### config.mk
export PLATFORM = sky130hd
export DESIGN_NAME = cache_data_array_sa
export DESIGN_NICKNAME = d
export VERILOG_FILES = /design/src/rtl/cache_data_array_sa.sv
export SDC_FILE = /design/constraint.sdc
export NUM_CORES = 2
export LEC_CHECK = 0
export BUFFER_PORTS_ARGS = -buffer_cell sky130_fd_sc_hd__buf_2
export CAP_MARGIN = 20
export CORE_MARGIN = 2
export CORE_UTILIZATION = 29
export DETAILED_ROUTE_END_ITERATION = 16
export GPL_TIMING_DRIVEN = 1
export PLACE_DENSITY = 0.56
export SLEW_MARGIN = 20
export SYNTH_ARGS = -nofsm -noshare
export SYNTH_HDL_FRONTEND = slang
export SYNTH_SLANG_ARGS = --single-unit
### constraint.sdc
create_clock -name clk -period 5.3 [get_ports clk]
set_input_delay 0.265 -clock clk [delete_from_list [all_inputs] [get_ports clk]]
set_output_delay 0.265 -clock clk [all_outputs]
set_load 0.02 [all_outputs]
### src/rtl/cache_data_array_sa.sv
// -----------------------------------------------------------------------------
// cache_data_array_sa
//   Set-associative data store for the data cache. The controller picks the
//   way; the array serves CPU word reads, byte-masked CPU updates and
//   full-line refills. A dirty bit is kept per line, and on refill the line
//   being replaced is presented to the write-back path. Clearing walks the
//   sets one per cycle under a small FSM and raises busy while it runs.
//
// Ports
//   clk, rst      clock and synchronous active-high reset
//   clr           start a clear sweep (pulse or level)
//   address       CPU byte address (byte offset | word | index | ignored tag)
//   way_sel       target way chosen by the controller
//   read_req      read the addressed word
//   update_req    byte-masked write of wdata under wstrb
//   refill_req    replace the whole addressed line with data_mem
//   wdata, wstrb  CPU write data and byte enables
//   data_mem      refill line from main memory
//   rdata/rvalid  registered read data and its one-cycle valid pulse
//   ack           one-cycle pulse after an update or refill commits
//   evict_data    prior contents of the line replaced by the last refill
//   evict_dirty   that line was dirty and needs write-back
//   busy          clear sweep in progress
//
// WORDS_PER_LINE and NUM_SETS are expected to be powers of two >= 2.
// -----------------------------------------------------------------------------
module cache_data_array_sa #(
    parameter int ADDR_WIDTH     = 32,
    parameter int WORD_WIDTH     = 32,
    parameter int WORDS_PER_LINE = 4,
    parameter int NUM_SETS       = 4,
    parameter int NUM_WAYS       = 2,
    localparam int LINE_WIDTH    = WORD_WIDTH * WORDS_PER_LINE,
    localparam int WAY_BITS      = (NUM_WAYS > 1) ? $clog2(NUM_WAYS) : 1,
    localparam int STRB_WIDTH    = WORD_WIDTH / 8
) (
    input  logic                  clk,
    input  logic                  rst,
    input  logic                  clr,
    input  logic [ADDR_WIDTH-1:0] address,
    input  logic [WAY_BITS-1:0]   way_sel,
    input  logic                  read_req,
    input  logic                  update_req,
    input  logic                  refill_req,
    input  logic [WORD_WIDTH-1:0] wdata,
    input  logic [STRB_WIDTH-1:0] wstrb,
    input  logic [LINE_WIDTH-1:0] data_mem,
    output logic [WORD_WIDTH-1:0] rdata,
    output logic                  rvalid,
    output logic                  ack,
    output logic [LINE_WIDTH-1:0] evict_data,
    output logic                  evict_dirty,
    output logic                  busy
);

    localparam int BYTE_BITS  = $clog2(STRB_WIDTH);
    localparam int WORD_BITS  = $clog2(WORDS_PER_LINE);
    localparam int INDEX_BITS = $clog2(NUM_SETS);
    localparam int USED_BITS  = BYTE_BITS + WORD_BITS + INDEX_BITS;

    typedef enum logic [0:0] {
        ST_IDLE  = 1'b0,
        ST_CLEAR = 1'b1
    } state_e;

    // Write the enabled bytes of wd into word w of line, leaving the rest.
    function automatic logic [LINE_WIDTH-1:0] merge_bytes(
        input logic [LINE_WIDTH-1:0] line,
        input logic [WORD_BITS-1:0]  w,
        input logic [WORD_WIDTH-1:0] wd,
        input logic [STRB_WIDTH-1:0] strb
    );
        logic [LINE_WIDTH-1:0] res;
        res = line;
        for (int b = 0; b < STRB_WIDTH; b++) begin
            res[int'(w) * WORD_WIDTH + b * 8 +: 8] =
                strb[b] ? wd[b * 8 +: 8] : line[int'(w) * WORD_WIDTH + b * 8 +: 8];
        end
        return res;
    endfunction

    state_e state_q, state_d;
    logic [INDEX_BITS-1:0] clr_cnt_q, clr_cnt_d;

    logic [NUM_SETS-1:0][NUM_WAYS-1:0][LINE_WIDTH-1:0] mem_q, mem_d;
    logic [NUM_SETS-1:0][NUM_WAYS-1:0]                 dirty_q, dirty_d;

    logic [WORD_WIDTH-1:0] rdata_q, rdata_d;
    logic                  rvalid_q, rvalid_d;
    logic                  ack_q, ack_d;
    logic [LINE_WIDTH-1:0] evict_data_q, evict_data_d;
    logic                  evict_dirty_q, evict_dirty_d;
    logic                  busy_q, busy_d;

    logic [WORD_BITS-1:0]  word_s;
    logic [INDEX_BITS-1:0] index_s;
    logic                  addr_unused_s;

    assign word_s  = address[BYTE_BITS +: WORD_BITS];
    assign index_s = address[BYTE_BITS + WORD_BITS +: INDEX_BITS];
    // Byte offset and tag bits carry no meaning for the data array.
    assign addr_unused_s = ^{address[ADDR_WIDTH-1:USED_BITS], address[BYTE_BITS-1:0]};

    // Next-state, storage update and output computation for both FSM states.
    always_comb begin
        state_d       = state_q;
        clr_cnt_d     = clr_cnt_q;
        mem_d         = mem_q;
        dirty_d       = dirty_q;
        rdata_d       = rdata_q;
        rvalid_d      = 1'b0;
        ack_d         = 1'b0;
        evict_data_d  = evict_data_q;
        evict_dirty_d = evict_dirty_q;

        case (state_q)
            ST_IDLE: begin
                // Fixed priority; anything below the winner is dropped.
                if (clr) begin
                    state_d   = ST_CLEAR;
                    clr_cnt_d = '0;
                end else if (refill_req) begin
                    evict_data_d              = mem_q[index_s][way_sel];
                    evict_dirty_d             = dirty_q[index_s][way_sel];
                    mem_d[index_s][way_sel]   = data_mem;
                    dirty_d[index_s][way_sel] = 1'b0;
                    ack_d                     = 1'b1;
                end else if (update_req) begin
                    // A zero strobe still marks the line dirty.
                    mem_d[index_s][way_sel]   = merge_bytes(mem_q[index_s][way_sel],
                                                            word_s, wdata, wstrb);
                    dirty_d[index_s][way_sel] = 1'b1;
                    ack_d                     = 1'b1;
                end else if (read_req) begin
                    rdata_d  = mem_q[index_s][way_sel][int'(word_s) * WORD_WIDTH +: WORD_WIDTH];
                    rvalid_d = 1'b1;
                end else begin
                    rvalid_d = 1'b0;
                end
            end
            ST_CLEAR: begin
                // One set per cycle; all requests are ignored meanwhile.
                mem_d[clr_cnt_q]   = '0;
                dirty_d[clr_cnt_q] = '0;
                if (clr_cnt_q == INDEX_BITS'(NUM_SETS - 1)) begin
                    state_d   = ST_IDLE;
                    clr_cnt_d = '0;
                end else begin
                    clr_cnt_d = clr_cnt_q + INDEX_BITS'(1);
                end
            end
            default: begin
                state_d   = ST_IDLE;
                clr_cnt_d = '0;
            end
        endcase

        // busy tracks the registered FSM state so it is high for exactly the sweep.
        busy_d = (state_d == ST_CLEAR);
    end

    // State, storage and output registers with synchronous reset.
    always_ff @(posedge clk) begin
        if (rst) begin
            state_q       <= ST_IDLE;
            clr_cnt_q     <= '0;
            mem_q         <= '0;
            dirty_q       <= '0;
            rdata_q       <= '0;
            rvalid_q      <= 1'b0;
            ack_q         <= 1'b0;
            evict_data_q  <= '0;
            evict_dirty_q <= 1'b0;
            busy_q        <= 1'b0;
        end else begin
            state_q       <= state_d;
            clr_cnt_q     <= clr_cnt_d;
            mem_q         <= mem_d;
            dirty_q       <= dirty_d;
            rdata_q       <= rdata_d;
            rvalid_q      <= rvalid_d;
            ack_q         <= ack_d;
            evict_data_q  <= evict_data_d;
            evict_dirty_q <= evict_dirty_d;
            busy_q        <= busy_d;
        end
    end

    assign rdata       = rdata_q;
    assign rvalid      = rvalid_q;
    assign ack         = ack_q;
    assign evict_data  = evict_data_q;
    assign evict_dirty = evict_dirty_q;
    assign busy        = busy_q;

endmodule

# After elaboration in Yosys (flattened, before gate mapping)
# Index checks and enable logic that the tools add are counted.
# totals
ff_bits,1198
inputBits,203
out_inout_bits,164
wordCells,116
# classes
n_addsub,8
magnitude_cmp,6
n_eq_ne,4
shifts,13
mux,47
bitwise,11
reduce_logical,8
# op_table
cell,count
$mux W1024,3
$bwmux W1024,2
$pmux W1024 S2,1
$and A1024 B1024 Y1024,1
$demux W256 S2,2
$not A1024 Y1024,1
$mux W256,3
$bmux W256 S2,1
$bwmux W128,4
$shift A8 B33 Y128 const A,4
$shiftx A8 B33 Y128,4
$mux W128,3
$shiftx A128 B32 Y8,3
$demux W128 S1,1
$shiftx A128 B8 Y32,1
$shiftx A128 B8 Y8,1
$neg A8 Y33,3
$mux W8,7
$neg A7 Y33,1
$add A7 B5 Y8 const B,2
$and A8 B8 Y8,2
$not A8 Y8,2
$pmux W8 S2,1
$mux W2,5
23 further kinds,39

# Longest topological paths before layout
# logic_depth
ltp_word,16
depth_mapped,14
mapped_depth_nobuf,10

# Least setup slack after synthesis
# Ideal clock, no wire load.
# synth_timing
path_kind,in2reg
start,input port address[3]
end,register mem_q[612] (netlist name)
t_arrival_ns,3.223
path_slack_ns,2.002
cell_stages,12
n_path_buf,4
path_cell_list,clkbuf_1 > clkinv_1 > buf_2 > clkbuf_1 > ha_1 > nor4_1 > nor2_1 > o32ai_1 > a21o_1 > clkbuf_1 > a31oi_1 > o21ai_0
# synth_via
elab_chain_len,12
# synth_rtl
element,line,rtl
start: declaration,40,"input logic [ADDR_WIDTH-1:0] address,"
$add A7 B4 Y8 / $shiftx A128 B8 Y8 (equally long branches),"76, 77",
$shiftx A128 B32 Y8 / $mux W8 (equally long branches),77,strb[b] ? wd[b * 8 +: 8] : line[int'(w) * WORD_WIDTH + b * 8 +: 8];
$mux W8 / $shiftx A8 B33 Y128 (equally long branches),"77, 76",
$shiftx A8 B33 Y128 / $bwmux W128 (equally long branches),76,res[int'(w) * WORD_WIDTH + b * 8 +: 8] =
$bwmux W128 (2 in a row),76,
$bwmux W128 *,76,
$bwmux W1024 *,130,"mem_d[index_s][way_sel] = merge_bytes(mem_q[index_s][way_sel],"
$mux W1024 *,128,end else if (update_req) begin
$mux W1024 *,122,end else if (refill_req) begin
$mux W1024 *,119,if (clr) begin
$pmux W1024 S2 *,116,case (state_q)
end signal: assignment,178,mem_q <= mem_d;
end: declaration,85,"logic [NUM_SETS-1:0][NUM_WAYS-1:0][LINE_WIDTH-1:0] mem_q, mem_d;"
# Mark *: on every way between the ends. The rest lies on a longest branch, timed or not. The select of a mux whose other input is x is not followed.
# A chain may end at the register's enable or synchronous reset.

# Final worst setup path
# layout_timing
start,input port address[5]
end,register mem_q[253] (netlist name)
# layout_via
elab_chain_len,16
# layout_rtl
element,line
$bmux W256 S2,130
$mux W256 (implied by the code),130
$mux W128 (implied by the code) (2 in a row),130
$shiftx A128 B8 Y8,77
$mux W8,77
$shiftx A8 B33 Y128,76
$bwmux W128 (4 in a row),76
$bwmux W1024,130
$mux W1024,128
$mux W1024 *,122
$mux W1024 *,119
$pmux W1024 S2 *,116
# Marks and branches as above.

==> impl_metrics.tcl <==
set metrics [dict create \
    status "completed" \
    min_from "data_mem[72]" \
    ys_ff_latch 1198 \
    timing_hold_violations_final 0 \
    synth_top_area_frac 0.466 \
    wl_mm 262 \
    seq_area_mm2 0.0240 \
    syn_area_mm2 0.0515 \
    drtAntennaViolNets 0 \
    whs_ps 25.5 \
    cts.sinks 1198 \
    gp_congestion 1.01 \
    path_max_fanout 67 \
    coreArea_mm2 0.176 \
    maxCapViolations 0 \
    grt_pass1_vias 45438 \
    drtPass1Iterations 6 \
    clk_pin_slew_ps 60 \
    track_usage 0.278 \
    synth_edf_count 0 \
    first_iter_violations 6925 \
    hpwl_mm 174 \
    yosysUniqueCellTypes 112 \
    setup_violations 0 \
    syn_to_final_growth_pct 17.7 \
    vias 49345 \
    io_buffers 338 \
    r2r-start "state_q$_SDFF_PP0_" \
    yosysMostFrequentCell "dfxtp_1" \
    cts-root-buf "clkbuf_16" \
    die_h_um 425 \
    ys_async_sr_fraction 0 \
    setup_tns_ps 0 \
    grt_setup_unrepaired "false" \
    yosys-top-cells-area "dfxtp_1 47%, mux4_2 5.6%, o21ai_0 4.7%" \
    drive_gt1_frac 0.204 \
    slew_headroom 0.142 \
    tightest_slew_ps 1280 \
    ys.flop_type "dfxtp_1" \
    synth_cells 5399 \
    grt_max_degree 111 \
    worstPathRequired_ps 6030 \
    dieArea_mm2 0.181 \
    drc 0 \
    power_density_mw_per_mm2 345 \
    power_leakage_nw 22.5 \
    pin_count 367 \
    slew_violations 0 \
    cts_tree "done" \
    synth_top_area_cell "dfxtp_1" \
    period_needed_ps 3630 \
    overflow 0 \
    initial_core_util 0.292 \
    drt-wirelength-per-cell_um 32.3 \
    fin_crit_sh 0.685 \
    cp-end-kind "flop" \
    arrival_ps 4360 \
    fmax_mhz 275 \
    die_w_um 425 \
    synth_seq_area_share 0.466 \
    clkLatencyLatePin_ps 830 \
    synth.cells.most_frequent "1198 x dfxtp_1, 639 x nand2_1, 544 x nor2_1" \
    rows 154 \
    fin_nets 5889 \
    hold_class "in2reg" \
    synth.avg_cell_area_um2 9.54 \
    crit_start "address[5]" \
    multiInputGateArea_mm2 0.0252 \
    cts_buffers 117 \
    fill_cells 17968 \
    grt_pass1_wl_mm 360 \
    crit_type "in2reg" \
    ctsResizeCount 0 \
    ir_worst_vdd_mv 0.288 \
    antenna_found_initial 29 \
    fin_worst_skew_ps 66.6 \
    yosysWarnings 0 \
    vias_per_cell 6.08 \
    max-clock-path-buffers 3 \
    htree_levels 3 \
    synth_nets 5612 \
    worstSetupStartpointType "input port" \
]
## registers in the layout, summed over array words and instances (netlist names), named ones only
signal       count
ack              1
clr_cnt_q        2
evict_data     128
evict_dirty      1
mem_q         1024
rdata           32
rvalid           1
state_q          1
## report_power, final
group | leakage [nW] | internal (W) | switching [W]
Clock | 1.93 | 0.00491 | 0.00383
Combinational | 10.9 | 0.000767 | 0.00216
Sequential | 9.68 | 0.00917 | 0.0000908
Total | 22.5 | 0.0149 | 0.00608
## cell usage in the layout (no fill, tap or decap), types with 28 or more instances in the layout
cell type / n
a211oi_1: 85
a21o_1: 40
a21oi_1: 167
a22o_1: 236
a22oi_1: 162
a32o_1: 130
buf_2: 333
buf_4: 244
clkbuf_1: 30
clkbuf_16: 117
clkbuf_8: 29
dfxtp_1: 1197
dlygate4sd3_1: 40
inv_1: 40
mux2_2: 100
mux2i_1: 118
mux4_2: 128
nand2_1: 636
nand2b_1: 30
nand3_1: 30
nor2_1: 532
o211ai_1: 28
o21ai_0: 481
o21ai_1: 84
o221ai_1: 41
o22ai_1: 152
## final cells by class
class	instances	share of cell area
antenna	14	0.000578
clock buffer	176	0.0567
clock inverter	33	0.00840
inverter	46	0.00301
multi-input combinational	3671	0.415
sequential	1198	0.396
tap	2340	0.0483
timing repair buffer	642	0.0722
## path summary, 6_finish.rpt
path                                                 to  slack [ps]  depth (start not counted)
worst max register to register  mem_q[839]$_SDFFE_PP0P_        1990                          9
worst min-delay path            mem_q[712]$_SDFFE_PP0P_          30                          3
worst max-delay path            mem_q[253]$_SDFFE_PP0P_        1670                         10
worst min register to register  mem_q[949]$_SDFFE_PP0P_         450                          2
## repair_timing
item / CTS / global route
endpoints found under the hold margin: 218 / 0
setup buffers: 0 / 0
hold buffers: 40 / 0
setup endpoints to repair: 0 / 0
## routing by layer
layer  part of all wire  global-route usage  vias up
li1                   -                   -    20576
met1               0.39               0.358    24396
met2               0.41               0.398     3482
met3               0.12              0.0839      858
met4              0.079               0.187       33
met5            0.00096                   0        -
## worst max-delay path, cell delays in order
cell and delay (ps):
buf_8 410, buf_12 380, or2_1 930, o221ai_1 210
a22o_1 350, mux2i_1 310, a221o_1 300, a21oi_1 220
nor2_1 590, a22o_1 260
## through the flow
stage | util | instance area, um2 | worst slack [ps] | power, W | instances
CTS | 0.344 | 60600 | 1850 | 0.0208 | 8106
global placement | 0.319 | 56200 | 1080 | 0.0122 | 7856
global route | 0.344 | 60600 | 1540 | 0.0214 | 8113
floorplan | - | 51500 | 2000 | 0.0109 | 5399
finish | 0.344 | 60600 | 1670 | 0.0209 | 8120
detailed placement | 0.319 | 56200 | 1060 | 0.0122 | 7857
## logic make-up (layout without fill, tap and decap cells)
kind of cell	Yosys count	count (layout)	synth area share
compound gates	1919	1919	0.267
simple gates	1386	1386	0.111
flops	1198	1198	0.466
buf+inv	530	897	0.0495
mux	356	356	0.104
fa+ha+maj	10	10	0.00243
other cells	0	14	0
Note: power is estimated with default switching activity, not from simulation.
